[src/rtl/multicycle_control_unit_if.sv]
// Control/datapath bundle for the multicycle RV32I controller.
// The mem_ready handshake is present only when MEM_WAIT_EN is defined.
interface multicycle_control_unit_if #(
    parameter int ALU_CTRL_W = 3,
    parameter int STATE_W    = 4
);
    logic [6:0]            opcode;
    logic [2:0]            func3;
    logic [6:0]            func7;
    logic                  Zero_Flag;
    logic                  Sign_Flag;
`ifdef MEM_WAIT_EN
    logic                  mem_ready;
`endif
    logic                  PCWrite;
    logic                  AdrSrc;
    logic                  MemWrite;
    logic                  IRWrite;
    logic                  RegWrite;
    logic [1:0]            ResultSrc;
    logic [1:0]            ALUSrcA;
    logic [1:0]            ALUSrcB;
    logic [1:0]            ImmSrc;
    logic [ALU_CTRL_W-1:0] ALUControl;
    logic                  IllegalOp;
    logic [STATE_W-1:0]    State;

    modport master (
`ifdef MEM_WAIT_EN
        input  mem_ready,
`endif
        input  opcode, func3, func7, Zero_Flag, Sign_Flag,
        output PCWrite, AdrSrc, MemWrite, IRWrite, RegWrite, ResultSrc,
        output ALUSrcA, ALUSrcB, ImmSrc, ALUControl, IllegalOp, State
    );

    modport slave (
`ifdef MEM_WAIT_EN
        output mem_ready,
`endif
        output opcode, func3, func7, Zero_Flag, Sign_Flag,
        input  PCWrite, AdrSrc, MemWrite, IRWrite, RegWrite, ResultSrc,
        input  ALUSrcA, ALUSrcB, ImmSrc, ALUControl, IllegalOp, State
    );
endinterface

[src/rtl/multicycle_control_unit.sv]
// Moore FSM controller for the shared-ALU, shared-memory multicycle RV32I datapath.
// Optional feature: define MEM_WAIT_EN to stall FETCH/MEMREAD/MEMWRITE on mem_ready.
module multicycle_control_unit #(
    parameter int ALU_CTRL_W = 3,
    parameter int STATE_W    = 4
) (
    input  logic                       clk,
    input  logic                       rst_n,
    multicycle_control_unit_if.master  bus
);
    typedef enum logic [STATE_W-1:0] {
        FETCH    = STATE_W'(0),
        DECODE   = STATE_W'(1),
        MEMADR   = STATE_W'(2),
        MEMREAD  = STATE_W'(3),
        MEMWB    = STATE_W'(4),
        MEMWRITE = STATE_W'(5),
        EXECUTER = STATE_W'(6),
        EXECUTEI = STATE_W'(7),
        ALUWB    = STATE_W'(8),
        BRANCH   = STATE_W'(9),
        JAL      = STATE_W'(10)
    } state_t;

    localparam logic [6:0] OP_LOAD  = 7'b0000011;
    localparam logic [6:0] OP_STORE = 7'b0100011;
    localparam logic [6:0] OP_RTYPE = 7'b0110011;
    localparam logic [6:0] OP_ITYPE = 7'b0010011;
    localparam logic [6:0] OP_BR    = 7'b1100011;
    localparam logic [6:0] OP_JAL   = 7'b1101111;

    state_t     state_r;
    state_t     next_state_s;
    logic       pc_write_s, adr_src_s, mem_write_s, ir_write_s, reg_write_s, illegal_s;
    logic [1:0] result_src_s, alu_src_a_s, alu_src_b_s, imm_src_s;
    logic [2:0] alu_ctrl_s;
    logic       mem_go_s;
    logic       unused_func7_s;

    function automatic logic [2:0] alu_decode(input logic [6:0] op, input logic [2:0] f3,
                                              input logic f7b5);
        logic [2:0] ctrl;
        case (f3)
            3'b000:  ctrl = (op == OP_RTYPE && f7b5) ? 3'b001 : 3'b000;
            3'b010:  ctrl = 3'b101;
            3'b110:  ctrl = 3'b011;
            3'b111:  ctrl = 3'b010;
            default: ctrl = 3'b000;
        endcase
        return ctrl;
    endfunction

    function automatic logic branch_taken(input logic [2:0] f3, input logic zero,
                                          input logic sign);
        logic taken;
        case (f3)
            3'b000:  taken = zero;
            3'b001:  taken = ~zero;
            3'b100:  taken = sign;
            3'b101:  taken = ~sign;
            default: taken = 1'b0;
        endcase
        return taken;
    endfunction

`ifdef MEM_WAIT_EN
    assign mem_go_s = bus.mem_ready;
`else
    assign mem_go_s = 1'b1;
`endif

    assign unused_func7_s = ^{bus.func7[6], bus.func7[4:0]};

    // State register; async reset parks the FSM in FETCH.
    always_ff @(posedge clk or negedge rst_n) begin
        if (!rst_n) begin
            state_r <= FETCH;
        end else begin
            state_r <= next_state_s;
        end
    end

    // Next-state and Moore output decode; everything not named for a state stays 0.
    always_comb begin
        next_state_s = FETCH;
        pc_write_s   = 1'b0;
        adr_src_s    = 1'b0;
        mem_write_s  = 1'b0;
        ir_write_s   = 1'b0;
        reg_write_s  = 1'b0;
        illegal_s    = 1'b0;
        result_src_s = 2'b00;
        alu_src_a_s  = 2'b00;
        alu_src_b_s  = 2'b00;
        imm_src_s    = 2'b00;
        alu_ctrl_s   = 3'b000;
        case (state_r)
            FETCH: begin
                ir_write_s   = mem_go_s;
                pc_write_s   = mem_go_s;
                alu_src_b_s  = 2'b10;
                result_src_s = 2'b10;
                next_state_s = mem_go_s ? DECODE : FETCH;
            end
            DECODE: begin
                // Branch target is precomputed here into ALUOut.
                alu_src_a_s = 2'b01;
                alu_src_b_s = 2'b01;
                imm_src_s   = 2'b10;
                case (bus.opcode)
                    OP_LOAD, OP_STORE: next_state_s = MEMADR;
                    OP_RTYPE:          next_state_s = EXECUTER;
                    OP_ITYPE:          next_state_s = EXECUTEI;
                    OP_BR:             next_state_s = BRANCH;
                    OP_JAL:            next_state_s = JAL;
                    default: begin
                        next_state_s = FETCH;
                        illegal_s    = 1'b1;
                    end
                endcase
            end
            MEMADR: begin
                alu_src_a_s = 2'b10;
                alu_src_b_s = 2'b01;
                if (bus.opcode == OP_LOAD) begin
                    imm_src_s    = 2'b00;
                    next_state_s = MEMREAD;
                end else begin
                    imm_src_s    = 2'b01;
                    next_state_s = MEMWRITE;
                end
            end
            MEMREAD: begin
                adr_src_s    = 1'b1;
                next_state_s = mem_go_s ? MEMWB : MEMREAD;
            end
            MEMWB: begin
                result_src_s = 2'b01;
                reg_write_s  = 1'b1;
                next_state_s = FETCH;
            end
            MEMWRITE: begin
                adr_src_s    = 1'b1;
                mem_write_s  = 1'b1;
                next_state_s = mem_go_s ? FETCH : MEMWRITE;
            end
            EXECUTER: begin
                alu_src_a_s  = 2'b10;
                alu_ctrl_s   = alu_decode(bus.opcode, bus.func3, bus.func7[5]);
                next_state_s = ALUWB;
            end
            EXECUTEI: begin
                alu_src_a_s  = 2'b10;
                alu_src_b_s  = 2'b01;
                alu_ctrl_s   = alu_decode(bus.opcode, bus.func3, bus.func7[5]);
                next_state_s = ALUWB;
            end
            ALUWB: begin
                reg_write_s  = 1'b1;
                next_state_s = FETCH;
            end
            BRANCH: begin
                alu_src_a_s  = 2'b10;
                alu_ctrl_s   = 3'b001;
                pc_write_s   = branch_taken(bus.func3, bus.Zero_Flag, bus.Sign_Flag);
                next_state_s = FETCH;
            end
            JAL: begin
                alu_src_a_s  = 2'b01;
                alu_src_b_s  = 2'b10;
                pc_write_s   = 1'b1;
                next_state_s = ALUWB;
            end
            default: next_state_s = FETCH;
        endcase
    end

    // Write strobes are gated by rst_n so an aborted instruction cannot commit.
    assign bus.PCWrite    = pc_write_s & rst_n;
    assign bus.IRWrite    = ir_write_s & rst_n;
    assign bus.RegWrite   = reg_write_s & rst_n;
    assign bus.MemWrite   = mem_write_s & rst_n;
    assign bus.IllegalOp  = illegal_s & rst_n;
    assign bus.AdrSrc     = adr_src_s;
    assign bus.ResultSrc  = result_src_s;
    assign bus.ALUSrcA    = alu_src_a_s;
    assign bus.ALUSrcB    = alu_src_b_s;
    assign bus.ImmSrc     = imm_src_s;
    assign bus.ALUControl = ALU_CTRL_W'(alu_ctrl_s);
    assign bus.State      = state_r;
endmodule

[src/flat_wrapper.sv]
// flat-port wrapper written by rule: the top's interface ports become plain ports
module multicycle_control_unit_flat 
#(
    parameter int ALU_CTRL_W = 3,
    parameter int STATE_W    = 4
)
  (clk, rst_n, bus_opcode, bus_func3, bus_func7, bus_Zero_Flag, bus_Sign_Flag, bus_PCWrite, bus_AdrSrc, bus_MemWrite, bus_IRWrite, bus_RegWrite, bus_ResultSrc, bus_ALUSrcA, bus_ALUSrcB, bus_ImmSrc, bus_ALUControl, bus_IllegalOp, bus_State);
  multicycle_control_unit_if #(.ALU_CTRL_W(ALU_CTRL_W), .STATE_W(STATE_W)) bus_i ();
  input  logic clk;
  input  logic rst_n;
  input wire logic [$bits(bus_i.opcode)-1:0] bus_opcode;
  input wire logic [$bits(bus_i.func3)-1:0] bus_func3;
  input wire logic [$bits(bus_i.func7)-1:0] bus_func7;
  input wire logic [$bits(bus_i.Zero_Flag)-1:0] bus_Zero_Flag;
  input wire logic [$bits(bus_i.Sign_Flag)-1:0] bus_Sign_Flag;
  output wire logic [$bits(bus_i.PCWrite)-1:0] bus_PCWrite;
  output wire logic [$bits(bus_i.AdrSrc)-1:0] bus_AdrSrc;
  output wire logic [$bits(bus_i.MemWrite)-1:0] bus_MemWrite;
  output wire logic [$bits(bus_i.IRWrite)-1:0] bus_IRWrite;
  output wire logic [$bits(bus_i.RegWrite)-1:0] bus_RegWrite;
  output wire logic [$bits(bus_i.ResultSrc)-1:0] bus_ResultSrc;
  output wire logic [$bits(bus_i.ALUSrcA)-1:0] bus_ALUSrcA;
  output wire logic [$bits(bus_i.ALUSrcB)-1:0] bus_ALUSrcB;
  output wire logic [$bits(bus_i.ImmSrc)-1:0] bus_ImmSrc;
  output wire logic [$bits(bus_i.ALUControl)-1:0] bus_ALUControl;
  output wire logic [$bits(bus_i.IllegalOp)-1:0] bus_IllegalOp;
  output wire logic [$bits(bus_i.State)-1:0] bus_State;
  assign bus_i.opcode = bus_opcode;
  assign bus_i.func3 = bus_func3;
  assign bus_i.func7 = bus_func7;
  assign bus_i.Zero_Flag = bus_Zero_Flag;
  assign bus_i.Sign_Flag = bus_Sign_Flag;
  assign bus_PCWrite = bus_i.PCWrite;
  assign bus_AdrSrc = bus_i.AdrSrc;
  assign bus_MemWrite = bus_i.MemWrite;
  assign bus_IRWrite = bus_i.IRWrite;
  assign bus_RegWrite = bus_i.RegWrite;
  assign bus_ResultSrc = bus_i.ResultSrc;
  assign bus_ALUSrcA = bus_i.ALUSrcA;
  assign bus_ALUSrcB = bus_i.ALUSrcB;
  assign bus_ImmSrc = bus_i.ImmSrc;
  assign bus_ALUControl = bus_i.ALUControl;
  assign bus_IllegalOp = bus_i.IllegalOp;
  assign bus_State = bus_i.State;
  multicycle_control_unit #(.ALU_CTRL_W(ALU_CTRL_W), .STATE_W(STATE_W)) u_core (.clk(clk), .rst_n(rst_n), .bus(bus_i));
endmodule
[config.mk]
export PLATFORM = sky130hd
export DESIGN_NAME = multicycle_control_unit_flat
export DESIGN_NICKNAME = d
export VERILOG_FILES = /design/src/rtl/multicycle_control_unit_if.sv /design/src/rtl/multicycle_control_unit.sv /design/src/flat_wrapper.sv
export SDC_FILE = /design/constraint.sdc
export NUM_CORES = 1
export LEC_CHECK = 0
export ABC_AREA = 1
export CAP_MARGIN = 20
export CORE_AREA = 2 2 44 46
export CTS_CLUSTER_DIAMETER = 40
export DETAILED_ROUTE_END_ITERATION = 8
export DIE_AREA = 0 0 46 48
export MAX_ROUTING_LAYER = met4
export PLACE_DENSITY = 0.77
export SLEW_MARGIN = 10
export SYNTH_ARGS = -nofsm -noshare
export SYNTH_HDL_FRONTEND = slang
export SYNTH_SLANG_ARGS = --single-unit
[constraint.sdc]
create_clock -name clk -period 1.3 [get_ports clk]
set_input_delay 0.26 -clock clk [delete_from_list [all_inputs] [get_ports clk]]
set_output_delay 0.26 -clock clk [all_outputs]
set_load 0.05 [all_outputs]
==> results of run 1 <==
what timing repair did:
action | in CTS
endpoints found under the setup margin | 19
resized for setup | 45
gates cloned | 0
pin swaps | 14
setup buffers | 6
cells in the mapped netlist (all sizes together):
cell type and count:
nand4 1, nor3 6, nand2 28, nor4 1
dfrtp 4, a211oi 1, a21oi 3, o21ai 2
nor3b 1, nand3 11, inv 22, nor2 17
stage by stage:
step / worst slack (ps) / setup TNS [ps] / hold WS, ps
2_1_floorplan: -472.8 / -5112 / -35.59
3_3_place_gp: -501.1 / -4223 / 562.4
3_5_place_dp: -565.9 / -4879 / 574.0
4_1_cts: -392.1 / -5653 / 317.8
kinds of logic after synthesis:
group | after synthesis
buf+inv | 22
simple gates | 65
flops | 4
compound gates | 6
==> reports/results.ini, run 1 <==
[synthesis]
yosys.area.top_type=nand2_1
ys_types=19
synth_top_family_by_area=simple AND/OR/NAND/NOR gates
synth_xor_area_share_pct=0
yosys.area_share.simple_pct=58.92
synth_seq_cells=4
seq_area_frac_synth_pct=18.78
syn-num-nets=118
synthAdderAreaFrac_pct=0
netlist_area_um2=533.0
synthMuxAreaShare_pct=0
synth_top_cell_area_share_pct=19.01
ys_warn_count=0
netlist_instances=97
synth_compound_area_share_pct=6.808
synth_area_leaders=nand2_1, dfrtp_1, inv_1
synth_area_per_cell_um2=5.495

[placed_design]
postPlaceCellArea_um2=1451
io_buffers=35
place_hpwl_um=2037
gp_congestion=0.7917
dp.cells=180

[sta]
worst_endpoint_kind=top-level output
grt-worst-endpoint=bus_ALUControl[2]

[run_status]
lastStage=global routing
firstError=[ERROR DPL-0038] Utilization greater than 100%, impossible to legalize
status=did not finish

[clock_network]
cts_root_buf=clkbuf_4
cts_buffer_depth=2
hold_buffers=0
cts_sinks=4
cts_htree_levels=1
cts_buffers=3

[floorplanning]
dieWidth_um=46
pin_count=42
rows=15
start_util_pct=31.56
die_y_um=48

[grt]
grt_max_degree=6

==> run 2, diff against run 1 <==
--- a/config.mk
+++ b/config.mk
@@ -7,12 +7,10 @@
 export LEC_CHECK = 0
 export ABC_AREA = 1
 export CAP_MARGIN = 20
-export CORE_AREA = 2 2 44 46
-export CTS_CLUSTER_DIAMETER = 40
+export CORE_AREA = 2 2 63 65
 export DETAILED_ROUTE_END_ITERATION = 8
-export DIE_AREA = 0 0 46 48
-export MAX_ROUTING_LAYER = met4
-export PLACE_DENSITY = 0.77
+export DIE_AREA = 0 0 65 67
+export PLACE_DENSITY_LB_ADDON = 0.15
 export SLEW_MARGIN = 10
 export SYNTH_ARGS = -nofsm -noshare
 export SYNTH_HDL_FRONTEND = slang
==> run 2 against run 1 <==
Against the previous run:
- the flow now finishes, with violations (setup timing)
- synthesized area did not move
- synthesized cell count stayed put
==> reports/results.ini, run 2 <==
[floorplanning]
dieWidth_um=65
start_util_pct=14.78
die_y_um=67
rows=22
core_area_um2=3606
die-area_um2=4355
pin_count=42

[layout]
largest_reg_flops=4
layout_common_cells=buf_4, buf_12, buf_6
drive_above_1_share_pct=82.70
finalNetCount=208
final_common_cell=buf_4
finalNonFillerCells=233
area_growth_pct=258.5
antenna_cells=0
final_area_um2=1911

[synthesis]
syn-num-nets=118
synth_top_cell_area_share_pct=19.01
synth_most_common_cell=nand2_1
async_flop_share_pct=100.0
ys_types=19
netlist_area_um2=533.0
yosys-top-cells-count=nand2_1, inv_1, nor2_1, nand3_1
ys_warn_count=0
yosys.area_share.simple_pct=58.92
synth_edf_count=0
synth_compound_area_share_pct=6.808
netlist_instances=97
synth_area_leaders=nand2_1, dfrtp_1, inv_1
synth_top_family_by_area=simple AND/OR/NAND/NOR gates
synth_seq_cells=4
synth_area_per_cell_um2=5.495
synth_xor_area_share_pct=0
synthAdderAreaFrac_pct=0
yosys.area.top_type=nand2_1
synthMuxAreaShare_pct=0
synthFlopType=dfrtp_1
seq_area_frac_synth_pct=18.78

[route]
routed_wl_um=2394
via_per_inst=3.927
drc=0
drt_iter0_markers=13
vias=915
dr.pass1.iters=4
drt-wirelength-per-cell_um=10.27
antenna_left=0

[clock_network]
cts.reportedPaths.clkPinSlew_ps=30
clk_latency_ps=210
cts_buffers=3
cts_root_buf=clkbuf_8
hold_buffers=0
cts_tree=built
cts_buffer_depth=2
cts_sinks=4
cts_htree_levels=1

[pwr]
powerDensity_nw_per_um2=1330
p_seq_share_pct=7.0
switching_share_pct=46.69
vdd_drop_max_mv=0.8625
pwr-share-clk_pct=9.9
internal_power_w=0.001355
p_comb_share_pct=83.1
power.switching_w=0.001187
leakagePower_nw=0.8720

[setup_path]
crit_path_max_fanout=4
worst-setup-path-type=flip-flop to primary output
arrival_ps=1410
critPathTopFamily=flip-flops
cpPeakStageDelay_ps=450
timing.rr.end=u_core.bus.State[2]$_DFF_PN0_
path_cells=nor2_4 > nand2_2 > nor2_2 > nand3_2 > a21oi_4 > buf_12
crit_buf_inv=1
r2r_start=u_core.bus.State[2]$_DFF_PN0_
reg2regPathDepth=7
end_kind=primary output
worst-r2r-setup-slack_ps=-10
cp_slowest_cell=dfrtp_2
cp.required_ps=1040
start_kind=flip-flop

[grt]
grt_max_degree=6
grt_overflow=0
grt_use_total_pct=11.31
grt_antenna_before_repair=0
grt_pass1_wl_um=3905
grt_pass1_vias=964

[sta]
fmax_mhz=598.3
period_share_pct=128.6
tightest_slew_ps=285.0
finalHoldViolCount=0
setup_violations=20
finalWorstSetupSlack_ps=-371.5
clock-skew-final_ps=3.609
slew_headroom_pct=80.94
timing.final.max_slew_violations=0
setup-tns-final_ps=-5200
rsz0062_at_grt=yes
finalCriticalPeriod_ps=1671

[run_status]
status=complete, but fails checks
violations=setup timing

[placed_design]
pre_cts_ws_ps=-588.2
io_buffers=35
postPlaceCellArea_um2=1520
place_hpwl_um=1849
gp_congestion=0.6875
dp.cells=215

[run]
drv_cap=0

[worst_hold_path]
holdCritPathClass=input pin to asynchronous set/reset pin

run 2: kinds of logic (layout without fill, tap and decap cells):
family | count (synthesis) | count (layout)
AND/OR/NAND/NOR | 65 | 65
buffers and inverters | 22 | 110
flip-flops | 4 | 4
AO/OA/AOI/OAI | 6 | 6
run 2: metrics by stage:
stage               utilization, %  total power (W)  hold slack (ps)
floorplan                        -         0.001014           -35.59
detailed placement           42.16         0.001943            578.7
CTS                          49.31         0.002397            358.6
global placement             42.16         0.001942            576.5
finish                       52.98         0.002541            381.0
global route                 52.98         0.002673            395.3
run 2: final cells by class:
type | count | area (um^2)
Fill cell | 333 | 1695
Timing Repair Buffer | 85 | 937.1
Multi-Input combinational cell | 71 | 666.9
Sequential cell | 4 | 105.1
Inverter | 22 | 100.1
Tap cell | 48 | 60.06
Clock buffer | 3 | 41.29
run 2: how the worst max path moves through the flow:
stage	startpoint	endpoint	slack, ps	cells after the start
floorplan	u_core.bus.State[3]$_DFF_PN0_	bus_IllegalOp	-470	5
global placement	bus_opcode[1]	bus_ImmSrc[0]	-570	7
detailed placement	bus_opcode[0]	bus_ImmSrc[0]	-590	7
CTS	u_core.bus.State[0]$_DFF_PN0_	bus_PCWrite	-370	7
global route	u_core.bus.State[3]$_DFF_PN0_	bus_PCWrite	-430	7
finish	u_core.bus.State[1]$_DFF_PN0_	bus_PCWrite	-370	6
run 2: worst register-to-register path, stage by stage (launching register included):
cell	delay [ps]
dfrtp_2	460
nor2_4	170
inv_4	70
nor2_4	130
buf_6	130
buf_6	100
nand4_1	100
nand3_1	80
run 2: power groups by stage:
stage,registers [W],clock network (W),logic [W]
2_1_floorplan,0.000242,0,0.000772
3_3_place_gp,0.000173,0,0.00177
3_5_place_dp,0.000173,0,0.00177
4_1_cts,0.000176,0.000262,0.00196
5_1_grt,0.000181,0.000277,0.00221
6_report,0.000177,0.000253,0.00211
run 2: what timing repair did:
item,4_1_cts,5_1_grt
setup buffers,13,4
setup endpoints to repair,21,23
gates resized for setup,69,34
pin swaps,20,19
gates cloned,0,0
run 2: per-layer routing:
| metal | track usage [%] | up-vias | part of all wire, % |
|---|---|---|---|
| li1 | - | 476 | - |
| met1 | 12.26 | 414 | 39 |
| met2 | 22.29 | 25 | 56 |
| met3 | 2.872 | 0 | 4.5 |
| met4 | 1.596 | 0 | 0 |
| met5 | 0 | - | 0 |
Power figures use the tool's default switching activity.
==> run 3, diff against run 2 <==
--- a/config.mk
+++ b/config.mk
@@ -11,6 +11,7 @@
 export DETAILED_ROUTE_END_ITERATION = 8
 export DIE_AREA = 0 0 65 67
 export PLACE_DENSITY_LB_ADDON = 0.15
+export REMOVE_ABC_BUFFERS = 1
 export SLEW_MARGIN = 10
 export SYNTH_ARGS = -nofsm -noshare
 export SYNTH_HDL_FRONTEND = slang
==> run 3 against run 2 <==
Against the previous run:
- the flow still finishes with violations (setup timing)
- wire length down 6.0%
- count of clock-buffer cells in the layout did not move
- die area did not move
- combinational power fell by 7%
- non-clock buffer count fell by 9
- core utilization shrank 6.8 points
- critical path depth grew 1
- maximum frequency decreased by 2.5%
- global-route usage decreased by 0.63 points
- via count shrank 3.8%
- critical path type unchanged
- largest cell class unchanged
- largest power group unchanged
==> reports/results.ini, run 3 (synthesized netlist as in run 2, its figures left out) <==
[run_status]
status=complete, but fails checks
violations=setup timing

[worst_hold_path]
holdCritPathClass=input pin to asynchronous set/reset pin

[grt]
grt_max_degree=6
grt_antenna_before_repair=0
grt_use_total_pct=10.68
grt_pass1_vias=831
grt_pass1_wl_um=3601
grt_overflow=0

[layout]
final_common_cell=buf_4
drive_above_1_share_pct=65.91
regArea_um2=102.6
final_core_util_pct=46.18
finalNetCount=199
antenna_cells=0
final_area_um2=1665
layout_common_cells=buf_4, nand2_1, buf_12
finalNonFillerCells=224
multi_input_area_um2=511.7
largest_reg_flops=4
area_growth_pct=212.4
fill_cells=355

[floorplanning]
die_y_um=67
core_area_um2=3606
rows=22
die-area_um2=4355
pin_count=42
start_util_pct=14.78
dieWidth_um=65

[sta]
slew_headroom_pct=81.08
timing.final.max_slew_violations=0
finalCriticalPeriod_ps=1715
finalHoldViolCount=0
holdWs_ps=397.8
fmax_mhz=583.2
tightest_slew_ps=281.7
finalWorstSetupSlack_ps=-414.8
period_share_pct=131.9
clock-skew-final_ps=0.7857
setup_violations=18
rsz0062_at_grt=yes

[setup_path]
cp_slowest_cell=dfrtp_1
start_kind=flip-flop
cpPeakStageDelay_ps=420
arrival_ps=1450
critPathTopFamily=flip-flops
crit_buf_inv=3
worst-setup-path-type=flip-flop to primary output
r2r_start=u_core.bus.State[1]$_DFF_PN0_
path_cells=inv_2 > nand2_2 > buf_6 > nor2_4 > nand2_2 > nor2_4 > buf_8
worst-r2r-setup-slack_ps=0
cp-startpoint=u_core.bus.State[1]$_DFF_PN0_
end_kind=primary output
cp.required_ps=1040
timing.rr.end=u_core.bus.State[2]$_DFF_PN0_
reg2regPathDepth=7
crit_path_max_fanout=4

[route]
via_per_inst=3.929
routed_wl_um=2251
drt-wirelength-per-cell_um=10.05
dr.pass1.iters=4
drt_iter0_markers=5
drc=0
antenna_left=0
vias=880

[clock_network]
cts_tree=built
cts_root_buf=clkbuf_8
cts_buffers=3
cts.reportedPaths.clkPinSlew_ps=30
clk_latency_ps=210
cts_sinks=4
cts_htree_levels=1
cts_buffer_depth=2

[run]
drv_cap=0

[placed_design]
place_hpwl_um=1788
gp_congestion=0.7084
postPlaceCellArea_um2=1376
dp.cells=213
io_buffers=35

[pwr]
powerDensity_nw_per_um2=1430
leakagePower_nw=0.8055
vdd_drop_max_mv=0.9839

## run 3: cell count changes in the layout (fill, tap and decap cells not counted), moves of 5 or more
| cell | before | now |
|---|---|---|
| nand2_1 | 10 | 19 |
| buf_6 | 14 | 7 |
| dlygate4sd2_1 | 3 | 10 |
| nand2_2 | 12 | 6 |
| buf_2 | 5 | 0 |
| nor2_4 | 12 | 7 |
## run 3: per-layer routing
metal  share of wire, %  track usage (%)  up-vias
li1                   -                -      460
met1                 38            11.69      384
met2                 54            20.62       32
met3                6.8            2.027        4
met4                1.4            3.191        0
met5                  0                0        -
## run 3: how the worst max path moves through the flow
stage / end / slack [ps] / cells past startpoint
2_1_floorplan: bus_PCWrite / -1210 / 5
3_3_place_gp: bus_ImmSrc[0] / -470 / 6
3_5_place_dp: bus_ALUControl[0] / -510 / 5
4_1_cts: bus_PCWrite / -370 / 7
5_1_grt: bus_IllegalOp / -480 / 7
6_report: bus_IllegalOp / -410 / 7
## run 3: power by group
group          switching (W)  internal, W  leakage, nW
clock              0.0000596     0.000197       0.0216
combinational        0.00100     0.000953        0.733
sequential         0.0000230     0.000145       0.0504
## run 3: stage by stage
| step | worst slack (ps) | total power (W) | setup TNS [ps] |
|---|---|---|---|
| global route | -482.4 | 0.002496 | -6599 |
| finish | -414.8 | 0.002382 | -5401 |
| detailed placement | -505.5 | 0.001819 | -4822 |
| CTS | -374.0 | 0.002288 | -5129 |
| floorplan | -1206 | 0.0008982 | -11930 |
| global placement | -472.0 | 0.001819 | -4714 |
## run 3: layout make-up
| class | count | area share (%) |
|---|---|---|
| clock buffers | 3 | 2.479 |
| inverters | 22 | 5.109 |
| multi-input cells | 71 | 30.73 |
| well taps | 48 | 3.606 |
| flip-flops and latches | 4 | 6.161 |
| repair buffers | 76 | 51.92 |
## run 3: repair_timing
action,in CTS,in global routing
hold buffers,0,0
gates resized for setup,54,19
endpoints found under the hold margin,0,0
buffers inserted,7,3
pin swaps,11,8
setup endpoints to repair,17,19
